`src/rtl/sort_frame_loader_pkg.sv`:
```
// Shared constants and types for the sort frame loader.
//   NETWORK_WIDTH / INDEX_WIDTH : global sample and lane-index widths of the sorter.
//   PAD_DEFAULT                 : default pad data (sorts as the unsigned minimum).
//   lane_count_width()          : width of a 0..SIZE lane count.
//   bank_sel_t                  : ping-pong bank selector.
package sort_frame_loader_pkg;

  localparam int unsigned NETWORK_WIDTH = 16;
  localparam int unsigned INDEX_WIDTH   = 4;

  localparam logic [NETWORK_WIDTH-1:0] PAD_DEFAULT = '0;

  function automatic int unsigned lane_count_width(input int unsigned size);
    return $clog2(size) + 1;
  endfunction

  typedef enum logic {
    BANK_0 = 1'b0,
    BANK_1 = 1'b1
  } bank_sel_t;

  function automatic bank_sel_t other_bank(input bank_sel_t b);
    return (b == BANK_0) ? BANK_1 : BANK_0;
  endfunction

endpackage

```
`src/rtl/sort_frame_bank.sv`:
```
// One SIZE-lane frame register bank of the ping-pong loader.
//   write_en/write_lane/write_data : store one sample into a lane.
//   pad_en/pad_from                : fill lanes pad_from..SIZE-1 with PAD_VALUE.
//   close/close_count              : mark the bank full with close_count real lanes.
//   clear                          : release the bank after the frame was consumed.
//   lanes_nxt/full_nxt/lanes_used_nxt : next-state view, so the top level can
//                                    present a frame on the same edge it completes.
//   full                           : registered full flag.
module sort_frame_bank
  import sort_frame_loader_pkg::*;
#(
  parameter int unsigned               SIZE      = 4,
  parameter logic [NETWORK_WIDTH-1:0]  PAD_VALUE = PAD_DEFAULT
) (
  input  logic                                   clk,
  input  logic                                   rst,
  input  logic                                   write_en,
  input  logic [$clog2(SIZE)-1:0]                write_lane,
  input  logic [NETWORK_WIDTH-1:0]               write_data,
  input  logic                                   pad_en,
  input  logic [$clog2(SIZE):0]                  pad_from,
  input  logic                                   close,
  input  logic [$clog2(SIZE):0]                  close_count,
  input  logic                                   clear,
  output logic [SIZE-1:0][NETWORK_WIDTH-1:0]     lanes_nxt,
  output logic                                   full_nxt,
  output logic [$clog2(SIZE):0]                  lanes_used_nxt,
  output logic                                   full
);

  localparam int unsigned PW = $clog2(SIZE);
  localparam int unsigned LW = PW + 1;

  logic [SIZE-1:0][NETWORK_WIDTH-1:0] lanes;
  logic [LW-1:0]                      lanes_used;

  // pad_from is the count after any same-cycle write, so the written lane is
  // never inside the padded range.
  always_comb begin
    lanes_nxt      = lanes;
    full_nxt       = full;
    lanes_used_nxt = lanes_used;
    for (int unsigned k = 0; k < SIZE; k++) begin
      if (write_en && (write_lane == PW'(k))) begin
        lanes_nxt[k] = write_data;
      end
      if (pad_en && (LW'(k) >= pad_from)) begin
        lanes_nxt[k] = PAD_VALUE;
      end
    end
    if (close) begin
      full_nxt       = 1'b1;
      lanes_used_nxt = close_count;
    end
    if (clear) begin
      full_nxt = 1'b0;
    end
  end

  always_ff @(posedge clk or posedge rst) begin
    if (rst) begin
      lanes      <= '0;
      full       <= 1'b0;
      lanes_used <= '0;
    end else begin
      lanes      <= lanes_nxt;
      full       <= full_nxt;
      lanes_used <= lanes_used_nxt;
    end
  end

endmodule

```
`src/rtl/sort_frame_loader.sv`:
```
// Serial-to-frame loader in front of the bitonic sorting network.
//   clk, rst                 : clock, asynchronous active-high reset.
//   sample_in/sample_valid   : input stream; sample_ready = loader can accept.
//   flush                    : close a partial frame, padding the remaining lanes.
//   data_out/index_out       : presented frame and lane indices (lane k -> k).
//   lanes_used               : real samples in the presented frame.
//   ready                    : presented frame is valid and stable.
//   done                     : downstream consumed the presented frame.
// Two banks ping-pong: one fills while the other is presented.
module sort_frame_loader
  import sort_frame_loader_pkg::*;
#(
  parameter int unsigned               SIZE      = 4,
  parameter logic [NETWORK_WIDTH-1:0]  PAD_VALUE = PAD_DEFAULT
) (
  input  logic                                 clk,
  input  logic                                 rst,
  input  logic [NETWORK_WIDTH-1:0]             sample_in,
  input  logic                                 sample_valid,
  output logic                                 sample_ready,
  input  logic                                 flush,
  output logic [SIZE-1:0][NETWORK_WIDTH-1:0]   data_out,
  output logic [SIZE-1:0][INDEX_WIDTH-1:0]     index_out,
  output logic [$clog2(SIZE):0]                lanes_used,
  output logic                                 ready,
  input  logic                                 done
);

  localparam int unsigned PW = $clog2(SIZE);
  localparam int unsigned LW = lane_count_width(SIZE);

  logic [PW-1:0] ptr;
  bank_sel_t     w_bank;
  bank_sel_t     r_bank;

  logic [1:0] w_sel, r_sel, r_nxt_sel;
  logic [1:0] bank_full, bank_full_nxt;
  logic [SIZE-1:0][NETWORK_WIDTH-1:0] lanes_nxt [2];
  logic [LW-1:0]                      used_nxt  [2];

  logic          transfer, last, flush_eff, close, pad_en, consume, present_nxt;
  logic [LW-1:0] count_after, close_count;
  logic [SIZE-1:0][INDEX_WIDTH-1:0] lane_ids;

  always_comb begin
    w_sel        = (w_bank == BANK_1) ? 2'b10 : 2'b01;
    r_sel        = (r_bank == BANK_1) ? 2'b10 : 2'b01;
    sample_ready = ~|(bank_full & w_sel);
    transfer     = sample_valid & sample_ready;
    last         = transfer && (ptr == PW'(SIZE - 1));
    count_after  = {1'b0, ptr} + LW'(transfer);
    // A flush needs something in the frame (already or this cycle) and a
    // writable bank; a flush coinciding with the last lane is a plain full frame.
    flush_eff    = flush && sample_ready && ((ptr != '0) || transfer);
    close        = last | flush_eff;
    close_count  = last ? LW'(SIZE) : count_after;
    pad_en       = flush_eff & ~last;
    consume      = ready & done;
    r_nxt_sel    = consume ? {r_sel[0], r_sel[1]} : r_sel;
    present_nxt  = |(bank_full_nxt & r_nxt_sel);
    for (int unsigned k = 0; k < SIZE; k++) begin
      lane_ids[k] = INDEX_WIDTH'(k);
    end
  end

  for (genvar b = 0; b < 2; b++) begin : g_bank
    sort_frame_bank #(
      .SIZE      (SIZE),
      .PAD_VALUE (PAD_VALUE)
    ) u_bank (
      .clk            (clk),
      .rst            (rst),
      .write_en       (transfer & w_sel[b]),
      .write_lane     (ptr),
      .write_data     (sample_in),
      .pad_en         (pad_en & w_sel[b]),
      .pad_from       (count_after),
      .close          (close & w_sel[b]),
      .close_count    (close_count),
      .clear          (consume & r_sel[b]),
      .lanes_nxt      (lanes_nxt[b]),
      .full_nxt       (bank_full_nxt[b]),
      .lanes_used_nxt (used_nxt[b]),
      .full           (bank_full[b])
    );
  end

  // Outputs are loaded from the banks' next state so a frame completing at an
  // edge is presented right after it; otherwise they hold their last values.
  always_ff @(posedge clk or posedge rst) begin
    if (rst) begin
      ptr        <= '0;
      w_bank     <= BANK_0;
      r_bank     <= BANK_0;
      ready      <= 1'b0;
      data_out   <= '0;
      index_out  <= '0;
      lanes_used <= '0;
    end else begin
      if (close) begin
        ptr    <= '0;
        w_bank <= other_bank(w_bank);
      end else if (transfer) begin
        ptr <= ptr + PW'(1);
      end
      if (consume) begin
        r_bank <= other_bank(r_bank);
      end
      ready <= present_nxt;
      if (present_nxt) begin
        data_out   <= lanes_nxt[r_nxt_sel[1]];
        lanes_used <= used_nxt[r_nxt_sel[1]];
        index_out  <= lane_ids;
      end
    end
  end

endmodule

```
`config.mk`:
```
export PLATFORM = sky130hd
export DESIGN_NAME = sort_frame_loader
export DESIGN_NICKNAME = d
export VERILOG_FILES = /design/src/rtl/sort_frame_loader_pkg.sv /design/src/rtl/sort_frame_bank.sv /design/src/rtl/sort_frame_loader.sv
export SDC_FILE = /design/constraint.sdc
export NUM_CORES = 1
export LEC_CHECK = 0
export ABC_CLOCK_PERIOD_IN_PS = 22300
export CAP_MARGIN = 25
export CORE_MARGIN = 2
export CORE_UTILIZATION = 61
export CTS_CLUSTER_SIZE = 8
export DETAILED_ROUTE_END_ITERATION = 10
export MAX_ROUTING_LAYER = met4
export PLACE_DENSITY_LB_ADDON = 0.05
export SYNTH_ARGS = -nofsm -noshare
export SYNTH_HDL_FRONTEND = slang
export SYNTH_SLANG_ARGS = --single-unit
```
`constraint.sdc`:
```
create_clock -name clk -period 22.3 [get_ports clk]
set_input_delay 6.69 -clock clk [delete_from_list [all_inputs] [get_ports clk]]
set_output_delay 6.69 -clock clk [all_outputs]
set_load 0.02 [all_outputs]
```
# Word level (Yosys, flattened, before mapping)
# Index checks and enable logic that the tools add are counted.
[totals] in_bits=21 word_cells=111 out_inout_bits=85 ff_bits=210
[classes] n_bitwise=16 reduce_logical=26 n_eq_ne=3 order_cmp=5 n_mux=36 n_addsub=2
[op_table] operator="$mux W16" n=16
[op_table] operator="$mux W64" n=3
[op_table] operator="$logic_and A1 B1 Y1" n=19
[op_table] operator="$mux W3" n=6
[op_table] operator="$and A1 B1 Y1" n=11
[op_table] operator="$mux W2" n=5
[op_table] operator="$ge A1 B3 Y1 const A" n=2
[op_table] operator="$ge A2 B3 Y1 const A" n=2
[op_table] operator="$mux W1" n=6
[op_table] operator="$and A2 B2 Y2" n=2
[op_table] operator="$eq A2 B2 Y1 const B" n=2
[op_table] operator="$reduce_bool A2 Y1" n=2
[op_table] operator="$reduce_or A2 Y1" n=2
[op_table] operator="$add A2 B1 Y3" n=1
[op_table] operator="$add A2 B1 Y2 const B" n=1
[op_table] operator="$eq A2 B1 Y1 const B" n=1
[op_table] operator="$ge A2 B2 Y1 const B" n=1
[op_table] operator="$logic_not A2 Y1" n=1
[op_table] operator="$not A1 Y2" n=1
[op_table] operator="$logic_not A1 Y1" n=1
[op_table] operator="$logic_or A1 B1 Y1" n=1
[op_table] operator="$not A1 Y1" n=1
[op_table] operator="$or A1 B1 Y1" n=1

# Longest topological paths before layout
# Gate-level depths: netlist of run 1.
[depth] ltp_word=14 ltp_mapped=12 mapped_depth_nobuf=9

# By module
# From an unflattened synthesis of run 1, not the netlist that was laid out.
[unflattened] cells_unflattened=950 hier_area_um2=9228.9
[modules_own_cells] mod="sort_frame_bank" seq_area_each_um2=1701.6 cells_per_inst=299 area_each_um2=2797.7 n_inst=2
[modules_own_cells] mod="sort_frame_loader" seq_area_each_um2=1826.8 cells_per_inst=352 area_each_um2=3633.5 n_inst=1

# Worst setup path before layout of run 1
# No wires, ideal clock.
[synth_timing] path_type="input -> register" start="input port sample_valid" end="register g_bank[0].u_bank.lanes[10] in the netlist's numbering" required_time_ns=22.178 cell_stages=11 t_arrival_ns=8.798 path_buffers=3 setup_ns=0.122 slack_ns=13.380 path_cell_list="buf_2 and2_1 ha_1 inv_1 ha_1 or2_2 a21oi_1 and2_1 clkbuf_1 buf_2 nor2_1"
[synth_lines] element="start: declaration" line_no="sort_frame_loader.sv:19" source="input logic sample_valid,"
[synth_lines] element="end signal: assignment" line_no="sort_frame_bank.sv:66" source="lanes <= lanes_nxt;"
[synth_lines] element="end: declaration" line_no="sort_frame_bank.sv:34" source="logic [SIZE-1:0][NETWORK_WIDTH-1:0] lanes;"

==> results of run 1 <==
## synth_stat cells (5+ instances only)
master    instances  area share [%]
a21oi_1          73             3.7
buf_4            23             1.7
a22oi_1          11            0.83
or3_1            10            0.63
o21ai_0          43             2.2
buf_2            38             1.9
nand2_1          67             2.5
a211oi_1         49             3.7
and2_1            5            0.32
clkbuf_1         52             2.0
mux2i_1          97             9.8
a211o_1          12             1.1
ha_1             10             1.3
o22a_1           17             1.5
a221o_1          37             3.7
inv_1            27             1.0
nor3_1           24             1.2
dfrtp_1         209              53
nor2_1           84             3.2
## critical path: cells and delay by family
kind	cells	cell delay, ns
and+or+nand+nor	4	1.32
AOI/OAI and AO/OA	1	0.13
buffers and inverters	3	1.18
adders and majority gates	2	0.56
## power by group through the flow
stage,sequential [mW],clock (mW),combinational (mW)
after floorplan,0.619,0,0.475
after global placement,0.584,0,0.710
after detailed placement,0.592,0,0.749
after CTS,0.589,0.394,0.754
after global routing,0.604,0.409,0.829
final,0.590,0.389,0.762
## state kept, by name, summed over array words and instances (netlist names)
signal                    flops
r_bank                        1
g_bank.u_bank.lanes_used      6
lanes_used                    3
w_bank                        1
index_out                     1
ready                         1
g_bank.u_bank.lanes         128
data_out                     64
ptr                           2
g_bank.u_bank.full            2
## per-stage QoR
stage	worst slack [ns]	area (sq um)	hold slack, ns	std cells
4_1_cts	12.87	11600	0.502	1196
3_5_place_dp	12.33	10800	0.491	1163
6_report	12.79	11700	0.501	1198
3_3_place_gp	12.41	10800	0.484	1160
2_1_floorplan	9.90	9930	0.467	949
5_1_grt	12.63	11700	0.534	1198
## layer usage
layer / vias to the layer above / GRT usage, % / share of wire (%)
met5: - / - / 0
met4: 0 / 12.7 / 3.8
met3: 70 / 4.59 / 6.5
met2: 347 / 50.4 / 49
met1: 3850 / 41.2 / 41
li1: 3389 / - / -
## cell families (layout without fill, tap and decap cells)
group / after synthesis / in the layout / synth area share (%)
AND/OR/NAND/NOR: 214 / 214 / 10.3
multiplexers: 97 / 97 / 9.81
buffers and inverters: 143 / 176 / 6.93
XOR/XNOR: 1 / 1 / 0.0885
AO/OA/AOI/OAI: 263 / 263 / 18.7
other: 1 / 12 / 0.0379
flip-flops: 209 / 209 / 52.9
adder cells (fa/ha/maj): 10 / 10 / 1.26
## area by class of cell
| class | instances | area, sq um | share of cell area, % |
|---|---|---|---|
| Clock buffer | 32 | 779 | 6.69 |
| Clock inverter | 1 | 8.76 | 0.0752 |
| Inverter | 28 | 113 | 0.966 |
| Multi-Input combinational cell | 597 | 4110 | 35.2 |
| Sequential cell | 209 | 5230 | 44.9 |
| Tap cell | 216 | 270 | 2.32 |
| Timing Repair Buffer | 115 | 1150 | 9.85 |
## final timing paths
path / startpoint / to / slack (ns) / cells after the start
max in group asynchronous: rst / g_bank[0].u_bank.lanes[29]$_DFF_PP0_ / 14.27 / 4
setup reg to reg: w_bank$_DFFE_PP0N_ / g_bank[1].u_bank.lanes[10]$_DFF_PP0_ / 18.60 / 10
min in group asynchronous: rst / g_bank[0].u_bank.lanes[50]$_DFF_PP0_ / 6.78 / 2
setup / recovery: sample_valid / g_bank[1].u_bank.lanes[10]$_DFF_PP0_ / 12.79 / 10
hold / removal: g_bank[1].u_bank.lanes_used[0]$_DFF_PP0_ / g_bank[1].u_bank.lanes_used[0]$_DFF_PP0_ / 0.50 / 1
hold reg to reg: g_bank[1].u_bank.lanes_used[0]$_DFF_PP0_ / g_bank[1].u_bank.lanes_used[0]$_DFF_PP0_ / 0.50 / 1
==> flow_summary_export.csv, run 1 <==
group,metric,value,unit
outcome,status,"finished clean",
final_layout,final_cell_mix,"209 x dfrtp_1, 97 x mux2i_1, 93 x clkdlybuf4s50_1",
final_layout,final_common_cell,"dfrtp_1",
worst_setup_path,cp-start-kind,"primary input",
die,chipWidth,131,um
power_and_ir_drop,power_frac_seq,33.9,%
detailed_routing,vias_per_cell,6.39,
sta,fin_crit,9.51,ns
detailed_routing,route.detailed.drc,0,
logic_synthesis,ys_ff_latch,209,
logic_synthesis,async_flop_share,100,%
power_and_ir_drop,powerDensity,149,nW/um^2
clock_network,cts_tree,"done",
logic_synthesis,synth-main-ff-cell,"dfrtp_1",
sta,post-route-period-util,42.6,%
detailed_routing,dr.pass1.iters,5,
final_layout,drive_gt1_share,7.74,%
power_and_ir_drop,switching_power,0.692,mW
worst_setup_path,crit_fanout,34,
logic_synthesis,netlist_area,9890,sq um
logic_synthesis,avgSynthCellArea,10.5,sq um
sta,finClkSkew,0.0171,ns
grt,grt_pass1_vias,7926,
final_layout,final_util,73.4,%
grt,grt_start_max_net_pins,130,
die,coreArea,15900,sq um
clock_network,cts_root_buf,"clkbuf_16",
power_and_ir_drop,ir_drop,0.0000945,V
clock_network,cts_inserted_buffers,30,
clock_network,cts_setup_buffers,0,
logic_synthesis,synthCells,938,
final_layout,fin_nets,1012,
worst_setup_path,crit_arrival,9.89,ns
die,die_h,131,um
grt,gr-total-overflow,0,
logic_synthesis,synth_cell_types,47,
sta,tightest_slew,1.00,ns
die,initial_utilization,62.3,%
clock_network,clk_pin_slew_worst_paths,0.05,ns
detailed_routing,routed_wirelength,26200,um
worst_setup_path,worstPathRequired,22.68,ns
grt,track_usage,31.6,%
sta,fmax,0.105,GHz
clock_network,postCtsResizedCells,0,
final_layout,antenna_cells,0,
power_and_ir_drop,sw_frac_of_total,39.7,%
worst_setup_path,cp-end-kind,"register",
final_layout,fill_cells,1155,
worst_setup_path,worstSetupPathType,"in -> reg",
die,ios,106,
power_and_ir_drop,p_leak,5.51,nW
clock_network,insertion_delay,0.53,ns
logic_synthesis,ys_warn_count,0,
worst_setup_path,cp_slowest_cell,"clkdlybuf4s50_1",
grt,grt_pass1_wl,42400,um
sta,maxSlewHeadroom,33.2,%
logic_synthesis,ys_seq_area_share,52.9,%
place,portBuffers,93,
detailed_routing,wire_per_inst,21.9,um
power_and_ir_drop,clkPwrFrac,22.4,%
clock_network,clockBufferDepth,3,
worst_setup_path,max_stage_delay,0.77,ns
die,row_count,46,
sta,drv_slew,0,
power_and_ir_drop,p_int,1.05,mW
clock_network,h-tree-depth,1,
sta,setup_viol,0,
min_path,hold_class,"reg -> reg",
logic_synthesis,synth-edff-count,0,
detailed_routing,postRouteAntennaNets,0,
final_layout,area_growth_syn_to_layout,17.8,%
place,gp_congestion,0.822,
worst_setup_path,worstPathCellList,"clkdlybuf4s50_1 -> and2_1 -> ha_1 -> inv_1 -> ha_1 -> or2_2 -> a21oi_2 -> buf_4 -> and2_1 -> nor2_1",
clock_network,cts_sinks,209,
sta,tns,0,ns
detailed_routing,num_vias,7656,
die,dieArea,17300,sq um
sta,rsz0062_at_grt,"false",
power_and_ir_drop,power.total,1.74,mW
detailed_routing,drt_iter0_drc,681,
power_and_ir_drop,combPwrFrac,43.8,%
sta,hold_viol,0,
run,cap_violations,0,
clock_network,cts_hold_buf,0,
grt,antenna_found_initial,0,
place,dp_hpwl,15800,um
Note: power is estimated with default switching activity, not from simulation.
==> inputs of run 2 (changes only) <==
--- a/config.mk
+++ b/config.mk
@@ -5,10 +5,10 @@
 export SDC_FILE = /design/constraint.sdc
 export NUM_CORES = 1
 export LEC_CHECK = 0
-export ABC_CLOCK_PERIOD_IN_PS = 22300
+export ABC_CLOCK_PERIOD_IN_PS = 8700
 export CAP_MARGIN = 25
 export CORE_MARGIN = 2
-export CORE_UTILIZATION = 61
+export CORE_UTILIZATION = 51
 export CTS_CLUSTER_SIZE = 8
 export DETAILED_ROUTE_END_ITERATION = 10
 export MAX_ROUTING_LAYER = met4
==> constraint.sdc (replaced) <==
create_clock -name clk -period 8.7 [get_ports clk]
set_input_delay 2.61 -clock clk [delete_from_list [all_inputs] [get_ports clk]]
set_output_delay 2.61 -clock clk [all_outputs]
set_load 0.02 [all_outputs]
==> flow_summary_export.csv, run 2 (synthesized netlist as in run 1, its figures left out) <==
group,metric,value,unit
outcome,status,"finished clean",
run,cap_violations,0,
place,gp_congestion,0.800,
sta,fin_crit,5.43,ns
final_layout,final_cell_mix,"209 x dfrtp_1, 97 x mux2i_1, 93 x clkdlybuf4s50_1",
detailed_routing,route.detailed.drc,0,
place,dp_cells,1207,
final_layout,antenna_cells,0,
clock_network,cts_root_buf,"clkbuf_16",
final_layout,largest_reg_flops,128,
final_layout,fin_area,11800,sq um
final_layout,seqCellArea,5230,sq um
sta,maxSlewHeadroom,40.2,%
clock_network,cts_inserted_buffers,30,
clock_network,cts_sinks,209,
min_path,min_from,"g_bank[0].u_bank.lanes_used[0]$_DFF_PP0_",
grt,grt_pass1_vias,7529,
final_layout,area_growth_syn_to_layout,18.9,%
grt,grt_pass1_wl,42100,um
grt,antenna_found_initial,0,
die,coreArea,18900,sq um
place,dp_hpwl,15700,um
worst_setup_path,worstPathRequired,9.08,ns
die,dieArea,20500,sq um
place,portBuffers,93,
detailed_routing,postRouteAntennaNets,0,
final_layout,fin_nets,1015,
die,row_count,50,
final_layout,drive_gt1_share,8.02,%
worst_setup_path,worstSetupPathType,"in -> reg",
final_layout,fill_cells,1563,
detailed_routing,num_vias,7476,
final_layout,reg_top3,"g_bank.u_bank.lanes x128, data_out x64, g_bank.u_bank.lanes_used x6",
detailed_routing,dr.pass1.iters,5,
grt,grt_start_max_net_pins,141,
detailed_routing,vias_per_cell,6.00,
min_path,hold_class,"reg -> reg",
clock_network,cts_hold_buf,0,
clock_network,h-tree-depth,1,
worst_setup_path,crit_fanout,34,
final_layout,multiInputGateArea,4110,sq um
sta,hold_slack,0.501,ns
place,place_ws,2.72,ns
detailed_routing,wire_per_inst,21.1,um
place,post_dp_cell_area,10900,sq um
clock_network,cts_tree,"done",
clock_network,clk_pin_slew_worst_paths,0.05,ns
sta,setup_viol,0,
final_layout,instances_no_fill,1245,
sta,hold_viol,0,
worst_setup_path,cp-start-kind,"primary input",
worst_setup_path,cp-startpoint,"sample_valid",
worst_setup_path,cp-end-kind,"register",
worst_setup_path,regToRegStartpoint,"w_bank$_DFFE_PP0N_",
detailed_routing,drt_iter0_drc,593,
detailed_routing,routed_wirelength,26300,um
power_and_ir_drop,powerDensity,380,nW/um^2
clock_network,clockBufferDepth,3,
sta,finClkSkew,0.0214,ns
clock_network,postCtsResizedCells,0,
die,chipWidth,143,um
sta,tightest_slew,0.897,ns
final_layout,top_register,"g_bank.u_bank.lanes",
die,ios,106,
clock_network,cts_setup_buffers,0,
die,die_h,143,um
grt,gr-total-overflow,0,
power_and_ir_drop,p_leak,5.53,nW
sta,drv_slew,0,
sta,tns,0,ns
sta,rsz0062_at_grt,"false",
clock_network,insertion_delay,0.54,ns
final_layout,final_common_cell,"dfrtp_1",
power_and_ir_drop,ir_drop,0.000270,V
sta,fmax,0.184,GHz
grt,track_usage,27.0,%
sta,fin_ws,3.27,ns
worst_setup_path,crit_arrival,5.81,ns
sta,post-route-period-util,62.4,%
die,initial_utilization,52.4,%
[run 2: cell types whose count changed in the layout (fill, tap and decap cells not counted)]
cell and change:
buf_16 +2, buf_12 -1, buf_4 +1, buf_6 +1
[run 2: worst paths after layout]
kind / cells past startpoint / endpoint / slack (ns)
setup / recovery: 10 / g_bank[0].u_bank.lanes[4]$_DFF_PP0_ / 3.27
hold / removal: 1 / g_bank[0].u_bank.lanes_used[0]$_DFF_PP0_ / 0.50
setup reg to reg: 10 / g_bank[0].u_bank.lanes[4]$_DFF_PP0_ / 5.01
hold reg to reg: 1 / g_bank[0].u_bank.lanes_used[0]$_DFF_PP0_ / 0.50
max in group asynchronous: 4 / g_bank[0].u_bank.full$_DFF_PP0_ / 4.62
min in group asynchronous: 2 / g_bank[0].u_bank.lanes[49]$_DFF_PP0_ / 2.37
[run 2: per-stage QoR]
stage	total power [mW]	util [%]
after floorplan	2.80	-
after global placement	3.35	57.4
after detailed placement	3.42	57.6
after CTS	4.44	61.8
after global routing	4.75	62.3
final	4.47	62.3
[run 2: layout make-up]
cell class                 count  share of cell area, %
sequential                   209                   44.5
multi-input combinational    597                   34.9
timing repair buffer         118                   10.2
clock buffer                  32                   6.63
tap                          260                   2.77
inverter                      28                  0.957
clock inverter                 1                 0.0745
[run 2: critical path: stages]
cell and delay, ns:
clkdlybuf4s50_1 0.76, and2_1 0.26, ha_1 0.19, inv_1 0.07
ha_1 0.37, or2_2 0.33, a21oi_2 0.13, buf_4 0.35
and2_1 0.60, nor2_1 0.13
[run 2: report_power, final]
part	total (mW)	switching (mW)	internal, mW	leakage [nW]
Sequential	1.50	0.170	1.33	2.76
Clock	1.01	0.391	0.618	0.387
Combinational	1.96	1.20	0.756	2.39
Total	4.47	1.76	2.71	5.53
[run 2: routing by layer]
metal	vias up	global-route usage, %	routed length, um
li1	3406	-	-
met1	3773	36.5	11700
met2	245	42.4	12400
met3	52	4.53	1400
met4	0	8.10	784
met5	-	-	0
==> inputs of run 3 (changes only) <==
--- a/config.mk
+++ b/config.mk
@@ -5,10 +5,10 @@
 export SDC_FILE = /design/constraint.sdc
 export NUM_CORES = 1
 export LEC_CHECK = 0
-export ABC_CLOCK_PERIOD_IN_PS = 8700
+export ABC_CLOCK_PERIOD_IN_PS = 5500
 export CAP_MARGIN = 25
 export CORE_MARGIN = 2
-export CORE_UTILIZATION = 51
+export CORE_UTILIZATION = 57
 export CTS_CLUSTER_SIZE = 8
 export DETAILED_ROUTE_END_ITERATION = 10
 export MAX_ROUTING_LAYER = met4
==> constraint.sdc (replaced) <==
create_clock -name clk -period 5.5 [get_ports clk]
set_input_delay 1.65 -clock clk [delete_from_list [all_inputs] [get_ports clk]]
set_output_delay 1.65 -clock clk [all_outputs]
set_load 0.02 [all_outputs]
==> flow_summary_export.csv, run 3 (synthesized netlist as in run 1, its figures left out) <==
group,metric,value,unit
worst_setup_path,max_stage_delay,0.74,ns
final_layout,fin_nets,1017,
final_layout,final_cell_mix,"209 x dfrtp_1, 97 x mux2i_1, 93 x clkdlybuf4s50_1",
final_layout,seqCellArea,5230,sq um
min_path,hold_class,"reg -> reg",
sta,post-route-period-util,79.6,%
place,dp_hpwl,16100,um
final_layout,drive_gt1_share,8.21,%
detailed_routing,drt_iter0_drc,607,
worst_setup_path,cp-end-kind,"register",
die,dieArea,18400,sq um
clock_network,cts_sinks,209,
sta,maxSlewHeadroom,36.2,%
clock_network,clk_pin_slew_worst_paths,0.05,ns
min_path,min_from,"data_out[18]$_DFFE_PP0P_",
place,portBuffers,93,
clock_network,cts_tree,"done",
sta,drv_slew,0,
power_and_ir_drop,p_leak,5.51,nW
worst_setup_path,regToRegStartpoint,"w_bank$_DFFE_PP0N_",
place,post_dp_cell_area,10900,sq um
detailed_routing,route.detailed.drc,0,
die,chipWidth,136,um
worst_setup_path,worstPathCellList,"clkdlybuf4s50_1 -> and2_1 -> ha_1 -> inv_1 -> ha_1 -> or2_2 -> a21oi_2 -> buf_4 -> and2_1 -> nor2_1",
place,place_ws,0.682,ns
final_layout,largest_reg_flops,128,
final_layout,top_register,"g_bank.u_bank.lanes",
outcome,status,"finished clean",
final_layout,final_util,68.1,%
power_and_ir_drop,power.total,7.06,mW
detailed_routing,wire_per_inst,21.8,um
die,ios,106,
sta,fin_crit,4.38,ns
worst_setup_path,worstSetupPathType,"in -> reg",
die,initial_utilization,57.8,%
sta,hold_viol,0,
worst_setup_path,cp-startpoint,"sample_valid",
clock_network,cts_root_buf,"clkbuf_16",
clock_network,cts_hold_buf,0,
detailed_routing,num_vias,7627,
final_layout,fin_area,11700,sq um
sta,rsz0062_at_grt,"false",
sta,hold_slack,0.507,ns
place,dp_cells,1179,
power_and_ir_drop,powerDensity,605,nW/um^2
detailed_routing,dr.pass1.iters,5,
place,gp_congestion,0.802,
grt,grt_start_max_net_pins,91,
power_and_ir_drop,sw_frac_of_total,39.8,%
grt,track_usage,30.4,%
die,coreArea,17100,sq um
final_layout,area_growth_syn_to_layout,17.8,%
final_layout,antenna_cells,0,
clock_network,h-tree-depth,1,
sta,setup_viol,0,
clock_network,cts_setup_buffers,0,
clock_network,clockBufferDepth,3,
final_layout,multiInputGateArea,4100,sq um
final_layout,reg_top3,"g_bank.u_bank.lanes x128, data_out x64, g_bank.u_bank.lanes_used x6",
final_layout,instances_no_fill,1212,
grt,grt_pass1_wl,42400,um
clock_network,postCtsResizedCells,0,
die,die_h,136,um
clock_network,insertion_delay,0.53,ns
final_layout,fill_cells,1298,
worst_setup_path,worstPathRequired,5.87,ns
power_and_ir_drop,ir_drop,0.000364,V
grt,grt_pass1_vias,7944,
power_and_ir_drop,combPwrFrac,43.8,%
clock_network,cts_inserted_buffers,30,
die,row_count,48,
detailed_routing,vias_per_cell,6.29,
final_layout,final_common_cell,"dfrtp_1",
detailed_routing,routed_wirelength,26500,um
power_and_ir_drop,p_int,4.25,mW
worst_setup_path,cp_slowest_cell,"clkdlybuf4s50_1",
sta,fin_ws,1.12,ns
sta,fmax,0.228,GHz
worst_setup_path,crit_fanout,17,
sta,tightest_slew,0.957,ns
detailed_routing,postRouteAntennaNets,0,
sta,tns,0,ns
grt,gr-total-overflow,0,
worst_setup_path,cp-start-kind,"primary input",
power_and_ir_drop,power_frac_seq,33.7,%
power_and_ir_drop,switching_power,2.81,mW
grt,antenna_found_initial,0,
sta,finClkSkew,0.0115,ns
run,cap_violations,0,
power_and_ir_drop,clkPwrFrac,22.5,%
worst_setup_path,crit_arrival,4.75,ns
[run 3: changes by cell type in the layout (fill, tap and decap cells not counted)]
cell	delta
nor4bb_4	-1
buf_16	-3
buf_12	+1
nor4bb_2	+1
buf_8	-1
buf_6	-2
buf_4	+7
clkinvlp_4	+1
inv_8	-1
[run 3: critical path: cells and delay by family]
family	cells	cell delay, ns
buffers and inverters	3	1.03
AO/OA/AOI/OAI	1	0.14
adder cells (fa/ha/maj)	2	0.56
AND/OR/NAND/NOR	4	1.36
[run 3: worst paths after layout]
path | end | slack, ns | cells past startpoint
max reg2reg | g_bank[1].u_bank.lanes[4]$_DFF_PP0_ | 1.89 | 10
max in group asynchronous | g_bank[0].u_bank.lanes[44]$_DFF_PP0_ | 3.06 | 3
min reg2reg | data_out[18]$_DFFE_PP0P_ | 0.51 | 1
max | g_bank[1].u_bank.lanes[4]$_DFF_PP0_ | 1.12 | 10
min in group asynchronous | g_bank[0].u_bank.lanes[54]$_DFF_PP0_ | 1.47 | 2
min | data_out[18]$_DFFE_PP0P_ | 0.51 | 1
[run 3: cell type report]
class / instances / share of cell area, %
Timing Repair Buffer: 120 / 9.89
Sequential cell: 209 / 44.9
Clock inverter: 1 / 0.0751
Clock buffer: 32 / 6.69
Multi-Input combinational cell: 597 / 35.1
Inverter: 28 / 0.934
Tap cell: 225 / 2.41
[run 3: power by group through the flow]
stage | clock network, mW | registers (mW) | logic (mW)
after floorplan | 0 | 2.51 | 1.92
after global placement | 0 | 2.37 | 2.95
after detailed placement | 0 | 2.40 | 3.05
after CTS | 1.61 | 2.38 | 3.08
after global routing | 1.68 | 2.44 | 3.36
final | 1.59 | 2.38 | 3.09
[run 3: per-layer routing]
metal,up-vias,GRT usage [%],part of all wire (%)
met5,-,-,0
met2,309,49.1,49
li1,3402,-,-
met3,47,4.15,6.2
met1,3869,39.5,41
met4,0,11.5,2.9
